<file path="src/rtl/mac_layer_sched_if.sv">
// rtl/mac_layer_sched_if.sv - layer sequencer bus: controller, weight memory, engine and result buffer
interface mac_layer_sched_if #(
    parameter int N_IN = 8,
    parameter int DW   = 16,
    parameter int AW   = 8
);
    logic                 start;
    logic [N_IN*DW-1:0]   in_vec;
    logic                 busy;
    logic                 done;
    logic                 w_rd_en;
    logic [AW-1:0]        w_addr;
    logic [N_IN*DW-1:0]   w_rd_data;
    logic [N_IN*DW-1:0]   eng_in;
    logic [N_IN*DW-1:0]   eng_w;
    logic                 eng_start;
    logic                 eng_ready;
    logic [DW-1:0]        eng_result;
    logic                 res_wr_en;
    logic [AW-1:0]        res_addr;
    logic [DW-1:0]        res_data;

    modport master (
        output start, in_vec, w_rd_data, eng_ready, eng_result,
        input  busy, done, w_rd_en, w_addr, eng_in, eng_w, eng_start,
               res_wr_en, res_addr, res_data
    );

    modport slave (
        input  start, in_vec, w_rd_data, eng_ready, eng_result,
        output busy, done, w_rd_en, w_addr, eng_in, eng_w, eng_start,
               res_wr_en, res_addr, res_data
    );
endinterface

</file>
<file path="src/rtl/mac_layer_sched.sv">
// rtl/mac_layer_sched.sv - fully connected layer sequencer; MAC_LAYER_SCHED_PERF_CNT_EN adds perf counters
module mac_layer_sched #(
    parameter int N_IN   = 8,
    parameter int DW     = 16,
    parameter int N_OUT  = 4,
    parameter int AW     = 8,
    parameter int W_BASE = 0
) (
    input  logic clk,
    input  logic reset_n,
    mac_layer_sched_if.slave bus
`ifdef MAC_LAYER_SCHED_PERF_CNT_EN
    ,
    output logic [31:0] perf_cycles,
    output logic [15:0] perf_stall
`endif
);
    localparam int VW = N_IN * DW;
    localparam int RW = AW + 1;

    typedef enum logic [2:0] {
        S_IDLE, S_FETCH, S_LOAD, S_ISSUE, S_WAIT_LO, S_WAIT_HI, S_WRITE, S_FIN
    } state_t;

    state_t          state, state_d;
    logic [RW-1:0]   row, row_d;
    logic            last_row;

    logic            busy_q, busy_d;
    logic            done_q, done_d;
    logic            w_rd_en_q, w_rd_en_d;
    logic            eng_start_q, eng_start_d;
    logic            res_wr_en_q, res_wr_en_d;
    logic [AW-1:0]   w_addr_q, w_addr_d;
    logic [AW-1:0]   res_addr_q, res_addr_d;
    logic [VW-1:0]   eng_in_q, eng_in_d;
    logic [VW-1:0]   eng_w_q, eng_w_d;
    logic [DW-1:0]   res_data_q, res_data_d;

    // Extra row bit lets row 2^AW-1 be the last without wrapping to 0
    assign last_row = (row == RW'(N_OUT - 1));

    always_ff @(posedge clk) begin
        if (!reset_n) begin
            state       <= S_IDLE;
            row         <= '0;
            busy_q      <= 1'b0;
            done_q      <= 1'b0;
            w_rd_en_q   <= 1'b0;
            eng_start_q <= 1'b0;
            res_wr_en_q <= 1'b0;
            w_addr_q    <= '0;
            res_addr_q  <= '0;
            eng_in_q    <= '0;
            eng_w_q     <= '0;
            res_data_q  <= '0;
        end else begin
            state       <= state_d;
            row         <= row_d;
            busy_q      <= busy_d;
            done_q      <= done_d;
            w_rd_en_q   <= w_rd_en_d;
            eng_start_q <= eng_start_d;
            res_wr_en_q <= res_wr_en_d;
            w_addr_q    <= w_addr_d;
            res_addr_q  <= res_addr_d;
            eng_in_q    <= eng_in_d;
            eng_w_q     <= eng_w_d;
            res_data_q  <= res_data_d;
        end
    end

    // Completion is only taken after ready has fallen, so a stale idle ready is never mistaken for done
    always_comb begin
        state_d = state;
        row_d   = row;
        case (state)
            S_IDLE:    if (bus.start) begin
                           state_d = S_FETCH;
                           row_d   = '0;
                       end
            S_FETCH:   state_d = S_LOAD;
            S_LOAD:    state_d = S_ISSUE;
            S_ISSUE:   if (bus.eng_ready)  state_d = S_WAIT_LO;
            S_WAIT_LO: if (!bus.eng_ready) state_d = S_WAIT_HI;
            S_WAIT_HI: if (bus.eng_ready)  state_d = S_WRITE;
            S_WRITE:   if (last_row) begin
                           state_d = S_FIN;
                       end else begin
                           state_d = S_FETCH;
                           row_d   = row + RW'(1);
                       end
            S_FIN:     state_d = S_IDLE;
            default:   state_d = S_IDLE;
        endcase
    end

    // Next values of the registered outputs, keyed on the state being entered
    always_comb begin
        busy_d      = (state_d != S_IDLE) && (state_d != S_FIN);
        done_d      = (state_d == S_FIN);
        w_rd_en_d   = (state_d == S_FETCH);
        eng_start_d = (state == S_ISSUE) && (state_d == S_WAIT_LO);
        res_wr_en_d = (state_d == S_WRITE);
        w_addr_d    = w_addr_q;
        res_addr_d  = res_addr_q;
        eng_in_d    = eng_in_q;
        eng_w_d     = eng_w_q;
        res_data_d  = res_data_q;
        if (state == S_IDLE && bus.start) eng_in_d = bus.in_vec;
        if (state_d == S_FETCH)           w_addr_d = AW'(W_BASE) + row_d[AW-1:0];
        if (state == S_LOAD)              eng_w_d  = bus.w_rd_data;
        if (state_d == S_WRITE) begin
            res_addr_d = row[AW-1:0];
            res_data_d = bus.eng_result;
        end
    end

    assign bus.busy      = busy_q;
    assign bus.done      = done_q;
    assign bus.w_rd_en   = w_rd_en_q;
    assign bus.w_addr    = w_addr_q;
    assign bus.eng_in    = eng_in_q;
    assign bus.eng_w     = eng_w_q;
    assign bus.eng_start = eng_start_q;
    assign bus.res_wr_en = res_wr_en_q;
    assign bus.res_addr  = res_addr_q;
    assign bus.res_data  = res_data_q;

`ifdef MAC_LAYER_SCHED_PERF_CNT_EN
    logic [31:0] perf_cycles_q;
    logic [15:0] perf_stall_q;

    // busy is already low in FIN, so the cycle count freezes at done without extra logic
    always_ff @(posedge clk) begin
        if (!reset_n) begin
            perf_cycles_q <= '0;
            perf_stall_q  <= '0;
        end else if (state == S_IDLE && bus.start) begin
            perf_cycles_q <= '0;
            perf_stall_q  <= '0;
        end else begin
            if (busy_q && perf_cycles_q != '1)
                perf_cycles_q <= perf_cycles_q + 32'd1;
            if (state == S_ISSUE && !bus.eng_ready && perf_stall_q != '1)
                perf_stall_q <= perf_stall_q + 16'd1;
        end
    end

    assign perf_cycles = perf_cycles_q;
    assign perf_stall  = perf_stall_q;
`endif
endmodule

</file>
<file path="src/flat_wrapper.sv">
// flat-port wrapper written by rule: the top's interface ports become plain ports
module mac_layer_sched_flat 
#(
    parameter int N_IN   = 8,
    parameter int DW     = 16,
    parameter int N_OUT  = 4,
    parameter int AW     = 8,
    parameter int W_BASE = 0
)
  (clk, reset_n, bus_start, bus_in_vec, bus_w_rd_data, bus_eng_ready, bus_eng_result, bus_busy, bus_done, bus_w_rd_en, bus_w_addr, bus_eng_in, bus_eng_w, bus_eng_start, bus_res_wr_en, bus_res_addr, bus_res_data);
  mac_layer_sched_if #(.N_IN(N_IN), .DW(DW), .AW(AW)) bus_i ();
  input  logic clk;
  input  logic reset_n;
  input wire logic [$bits(bus_i.start)-1:0] bus_start;
  input wire logic [$bits(bus_i.in_vec)-1:0] bus_in_vec;
  input wire logic [$bits(bus_i.w_rd_data)-1:0] bus_w_rd_data;
  input wire logic [$bits(bus_i.eng_ready)-1:0] bus_eng_ready;
  input wire logic [$bits(bus_i.eng_result)-1:0] bus_eng_result;
  output wire logic [$bits(bus_i.busy)-1:0] bus_busy;
  output wire logic [$bits(bus_i.done)-1:0] bus_done;
  output wire logic [$bits(bus_i.w_rd_en)-1:0] bus_w_rd_en;
  output wire logic [$bits(bus_i.w_addr)-1:0] bus_w_addr;
  output wire logic [$bits(bus_i.eng_in)-1:0] bus_eng_in;
  output wire logic [$bits(bus_i.eng_w)-1:0] bus_eng_w;
  output wire logic [$bits(bus_i.eng_start)-1:0] bus_eng_start;
  output wire logic [$bits(bus_i.res_wr_en)-1:0] bus_res_wr_en;
  output wire logic [$bits(bus_i.res_addr)-1:0] bus_res_addr;
  output wire logic [$bits(bus_i.res_data)-1:0] bus_res_data;
  assign bus_i.start = bus_start;
  assign bus_i.in_vec = bus_in_vec;
  assign bus_i.w_rd_data = bus_w_rd_data;
  assign bus_i.eng_ready = bus_eng_ready;
  assign bus_i.eng_result = bus_eng_result;
  assign bus_busy = bus_i.busy;
  assign bus_done = bus_i.done;
  assign bus_w_rd_en = bus_i.w_rd_en;
  assign bus_w_addr = bus_i.w_addr;
  assign bus_eng_in = bus_i.eng_in;
  assign bus_eng_w = bus_i.eng_w;
  assign bus_eng_start = bus_i.eng_start;
  assign bus_res_wr_en = bus_i.res_wr_en;
  assign bus_res_addr = bus_i.res_addr;
  assign bus_res_data = bus_i.res_data;
  mac_layer_sched #(.N_IN(N_IN), .DW(DW), .N_OUT(N_OUT), .AW(AW), .W_BASE(W_BASE)) u_core (.clk(clk), .reset_n(reset_n), .bus(bus_i));
endmodule
</file>
<file path="config.mk">
export PLATFORM = sky130hd
export DESIGN_NAME = mac_layer_sched_flat
export DESIGN_NICKNAME = d
export VERILOG_FILES = /design/src/rtl/mac_layer_sched_if.sv /design/src/rtl/mac_layer_sched.sv /design/src/flat_wrapper.sv
export SDC_FILE = /design/constraint.sdc
export NUM_CORES = 1
export LEC_CHECK = 0
export ABC_AREA = 1
export CORE_AREA = 2 2 221 223
export CTS_CLUSTER_DIAMETER = 30
export DETAILED_ROUTE_END_ITERATION = 6
export DIE_AREA = 0 0 223 225
export GPL_TIMING_DRIVEN = 0
export PLACE_DENSITY = 0.63
export SLEW_MARGIN = 20
export SYNTH_ARGS = -nofsm -noshare
export SYNTH_HDL_FRONTEND = slang
export SYNTH_SLANG_ARGS = --single-unit
</file>
<file path="constraint.sdc">
create_clock -name clk -period 1.5 [get_ports clk]
set_input_delay 0.15 -clock clk [delete_from_list [all_inputs] [get_ports clk]]
set_output_delay 0.15 -clock clk [all_outputs]
set_load 0.02 [all_outputs]
</file>
==> impl_metrics.json <==
{
  "status": "finished with violations",
  "violations": "design-rule violations",
  "fp.dieArea_mm2": 0.0502,
  "fin_tns_setup_ns": 0,
  "dr_total_vias": 12718,
  "drc": 2,
  "die_w_um": 223,
  "first_iter_violations": 704,
  "crit_required_ns": 2.01,
  "routed_wl_um": 48800,
  "p_int_uw": 24600,
  "critPathMaxFanout": 10,
  "whs_path_depth": 3,
  "slew_headroom": 0.603,
  "synth_cells": 1407,
  "arrival_ns": 1.99,
  "postCtsHoldBufs": 0,
  "core_mm2": 0.0475,
  "wl_met1_um": 19300,
  "hp-class": "in2reg",
  "synthFlopType": "dfxtp_1",
  "share_comb_of_total_power": 0.183,
  "die_h_um": 225,
  "setup.worst_path.start_class": "input port",
  "grtUsageTotal": 0.183,
  "wl_met3_um": 4040,
  "fillers": 4681,
  "reg2reg_depth": 9,
  "grt_overflow_total": 0,
  "reg2reg_slack_ns": 0.04,
  "fin_nets": 2345,
  "top_layer_used": "met5",
  "power.switching_uw": 9240,
  "syn-cell-area_mm2": 0.0111,
  "fin_total_pwr_uw": 33800,
  "min_period_ns": 1.47,
  "clock_latency_ns": 0.58,
  "clockRootBuffer": "clkbuf_16",
  "grt_pass1_wl_um": 71600,
  "cts_tree": "yes",
  "setup_viol": 0,
  "r2r_start": "u_core.state[1]",
  "gp_congestion": 0.834,
  "multi_input_area_mm2": 0.00443,
  "clkPwrFrac": 0.545,
  "rows": 80,
  "powerDensity_mw_per_mm2": 1630,
  "vdd_drop_max_uv": 1090,
  "start_util": 0.234,
  "drtPass1Iterations": 7,
  "io_pins": 569,
  "drv_cap": 0,
  "worstSetupPathType": "in2reg",
  "syn2layout_area_growth_pct": 86.9,
  "hpwl_um": 36300,
  "cts_buffer_depth": 3,
  "route.met2.wl_um": 23500,
  "worst_clock_skew_ns": 0.0148,
  "crit_start": "bus_start",
  "grt_pass1_vias": 12471,
  "fmaxAchievable_mhz": 678,
  "via_per_inst": 4.62,
  "leakagePower_uw": 0.00888,
  "worstReg2RegEnd": "u_core.bus.eng_w[95]",
  "switching_share": 0.273,
  "ys_ff_latch": 305,
  "yosysSeqAreaShare": 0.549,
  "regArea_mm2": 0.00611,
  "fin_crit_sh": 0.983,
  "grt_max_degree": 20,
  "synth.distinct_cells": 22,
  "worst_pin_slew_ns": 0.596,
  "hold_path_end": "u_core.bus.eng_w[86]",
  "antenna_found_initial": 1,
  "synthesis.nets": 1684,
  "layout_common_cells": "301 x nand2_1, 298 x dfxtp_1, 284 x a21oi_1",
  "synth_edf_count": 0,
  "hold_viol": 0,
  "yosys_warnings": 0,
  "holdCritStartpoint": "bus_w_rd_data[86]",
  "cp-end-kind": "flop",
  "synthArstFlopShare": 0,
  "clkSinkCount": 305,
  "ant_nets": 0,
  "rsz0062_at_grt": "true",
  "clk_pin_slew_ns": 0.05,
  "cts_buffers": 81,
  "slew_violations": 0,
  "cts.htree.levels": 3,
  "drive_above_1_share": 0.138,
  "wire_per_inst_um": 17.7,
  "p_seq_frac": 0.272,
  "final_common_cell": "nand2_1",
  "portBuffers": 568,
  "avgSynthCellArea_um2": 7.91
}
==> flip-flops by register name, indices dropped and copies added (netlist names) <==
name / flops
u_core.bus.done: 1
u_core.row: 9
u_core.bus.busy: 1
u_core.bus.eng_w: 128
u_core.bus.res_wr_en: 1
u_core.bus.res_data: 16
u_core.bus.res_addr: 8
u_core.bus.eng_in: 128
u_core.bus.eng_start: 1
u_core.bus.w_rd_en: 1
u_core.state: 3
u_core.bus.w_addr: 8
==> worst max path at each step <==
stage	endpoint	slack, ns	cells after the start
2_1_floorplan	u_core.bus.w_addr[0]	0.14	8
3_3_place_gp	u_core.bus.eng_in[117]	-0.93	5
3_5_place_dp	u_core.bus.eng_in[118]	-0.94	5
4_1_cts	u_core.bus.eng_w[8]	-0.009	7
5_1_grt	u_core.bus.w_addr[0]	-0.05	11
6_report	u_core.bus.eng_in[54]	0.03	5
==> cell families (layout without fill, tap and decap cells) <==
family / Yosys count / count (layout) / synth area share
adder cells (fa/ha/maj): 1 / 1 / 0.00112
XOR/XNOR: 2 / 2 / 0.00157
AO/OA/AOI/OAI: 319 / 319 / 0.144
flip-flops: 305 / 305 / 0.549
other: 0 / 2 / 0
AND/OR/NAND/NOR: 615 / 615 / 0.241
buffers and inverters: 165 / 891 / 0.0639
==> layer usage <==
| metal | up-vias | track usage |
|---|---|---|
| li1 | 6102 | - |
| met1 | 5939 | 0.212 |
| met2 | 549 | 0.305 |
| met3 | 126 | 0.0656 |
| met4 | 2 | 0.0803 |
| met5 | - | 0 |
==> metrics by stage <==
| step | cell area [um2] | hold WS (ns) | std cells | utilization | setup WS (ns) |
|---|---|---|---|---|---|
| finish | 20800 | 0.139 | 2750 | 0.438 | 0.0259 |
| CTS | 20400 | 0.0982 | 2742 | 0.429 | -0.00946 |
| global route | 20800 | 0.114 | 2748 | 0.437 | -0.0486 |
| global placement | 17600 | 0.434 | 2590 | 0.370 | -0.931 |
| detailed placement | 17600 | 0.436 | 2590 | 0.370 | -0.935 |
| floorplan | 11100 | 0.285 | 1407 | - | 0.142 |
==> power groups by stage <==
stage / Clock [uW] / Combinational [uW] / Sequential (uW)
2_1_floorplan: 0 / 2100 / 10100
3_3_place_gp: 0 / 5850 / 9320
3_5_place_dp: 0 / 5920 / 9340
4_1_cts: 18700 / 5770 / 9180
5_1_grt: 19200 / 6650 / 9270
6_report: 18400 / 6200 / 9200
==> synthesized netlist by cell type (2+ instances only) <==
cell type | number | area (um2)
buf_4 | 4 | 30.0
inv_1 | 32 | 120
nand2_2 | 2 | 12.5
clkbuf_1 | 54 | 203
buf_1 | 10 | 37.5
nand2_1 | 305 | 1140
nor2_1 | 29 | 109
o21ai_0 | 20 | 100
a21oi_1 | 297 | 1490
nand3_1 | 273 | 1370
inv_2 | 9 | 33.8
nand4_1 | 3 | 18.8
dfxtp_1 | 305 | 6110
xor2_1 | 2 | 17.5
buf_2 | 55 | 275
==> cell type report <==
cell class / instances / area share
Multi-Input combinational cell: 937 / 0.213
Buffer: 123 / 0.0440
Sequential cell: 305 / 0.294
Inverter: 41 / 0.00764
Antenna cell: 2 / 0.000241
Clock inverter: 52 / 0.0368
Clock buffer: 96 / 0.103
Timing Repair Buffer: 579 / 0.264
Tap cell: 615 / 0.0370
==> critical path, cell delays in order <==
cell and delay [ns]:
clkdlybuf4s50_1 0.69, clkbuf_2 0.40, buf_1 0.42, nand3_1 0.18, a21oi_2 0.13
==> timing repair <==
item	4_1_cts	5_1_grt
gates cloned	0	3
setup buffers	5	3
resized for setup	390	171
pin swaps	1	19
setup endpoints to repair	538	312
Note: power is estimated with default switching activity, not from simulation.
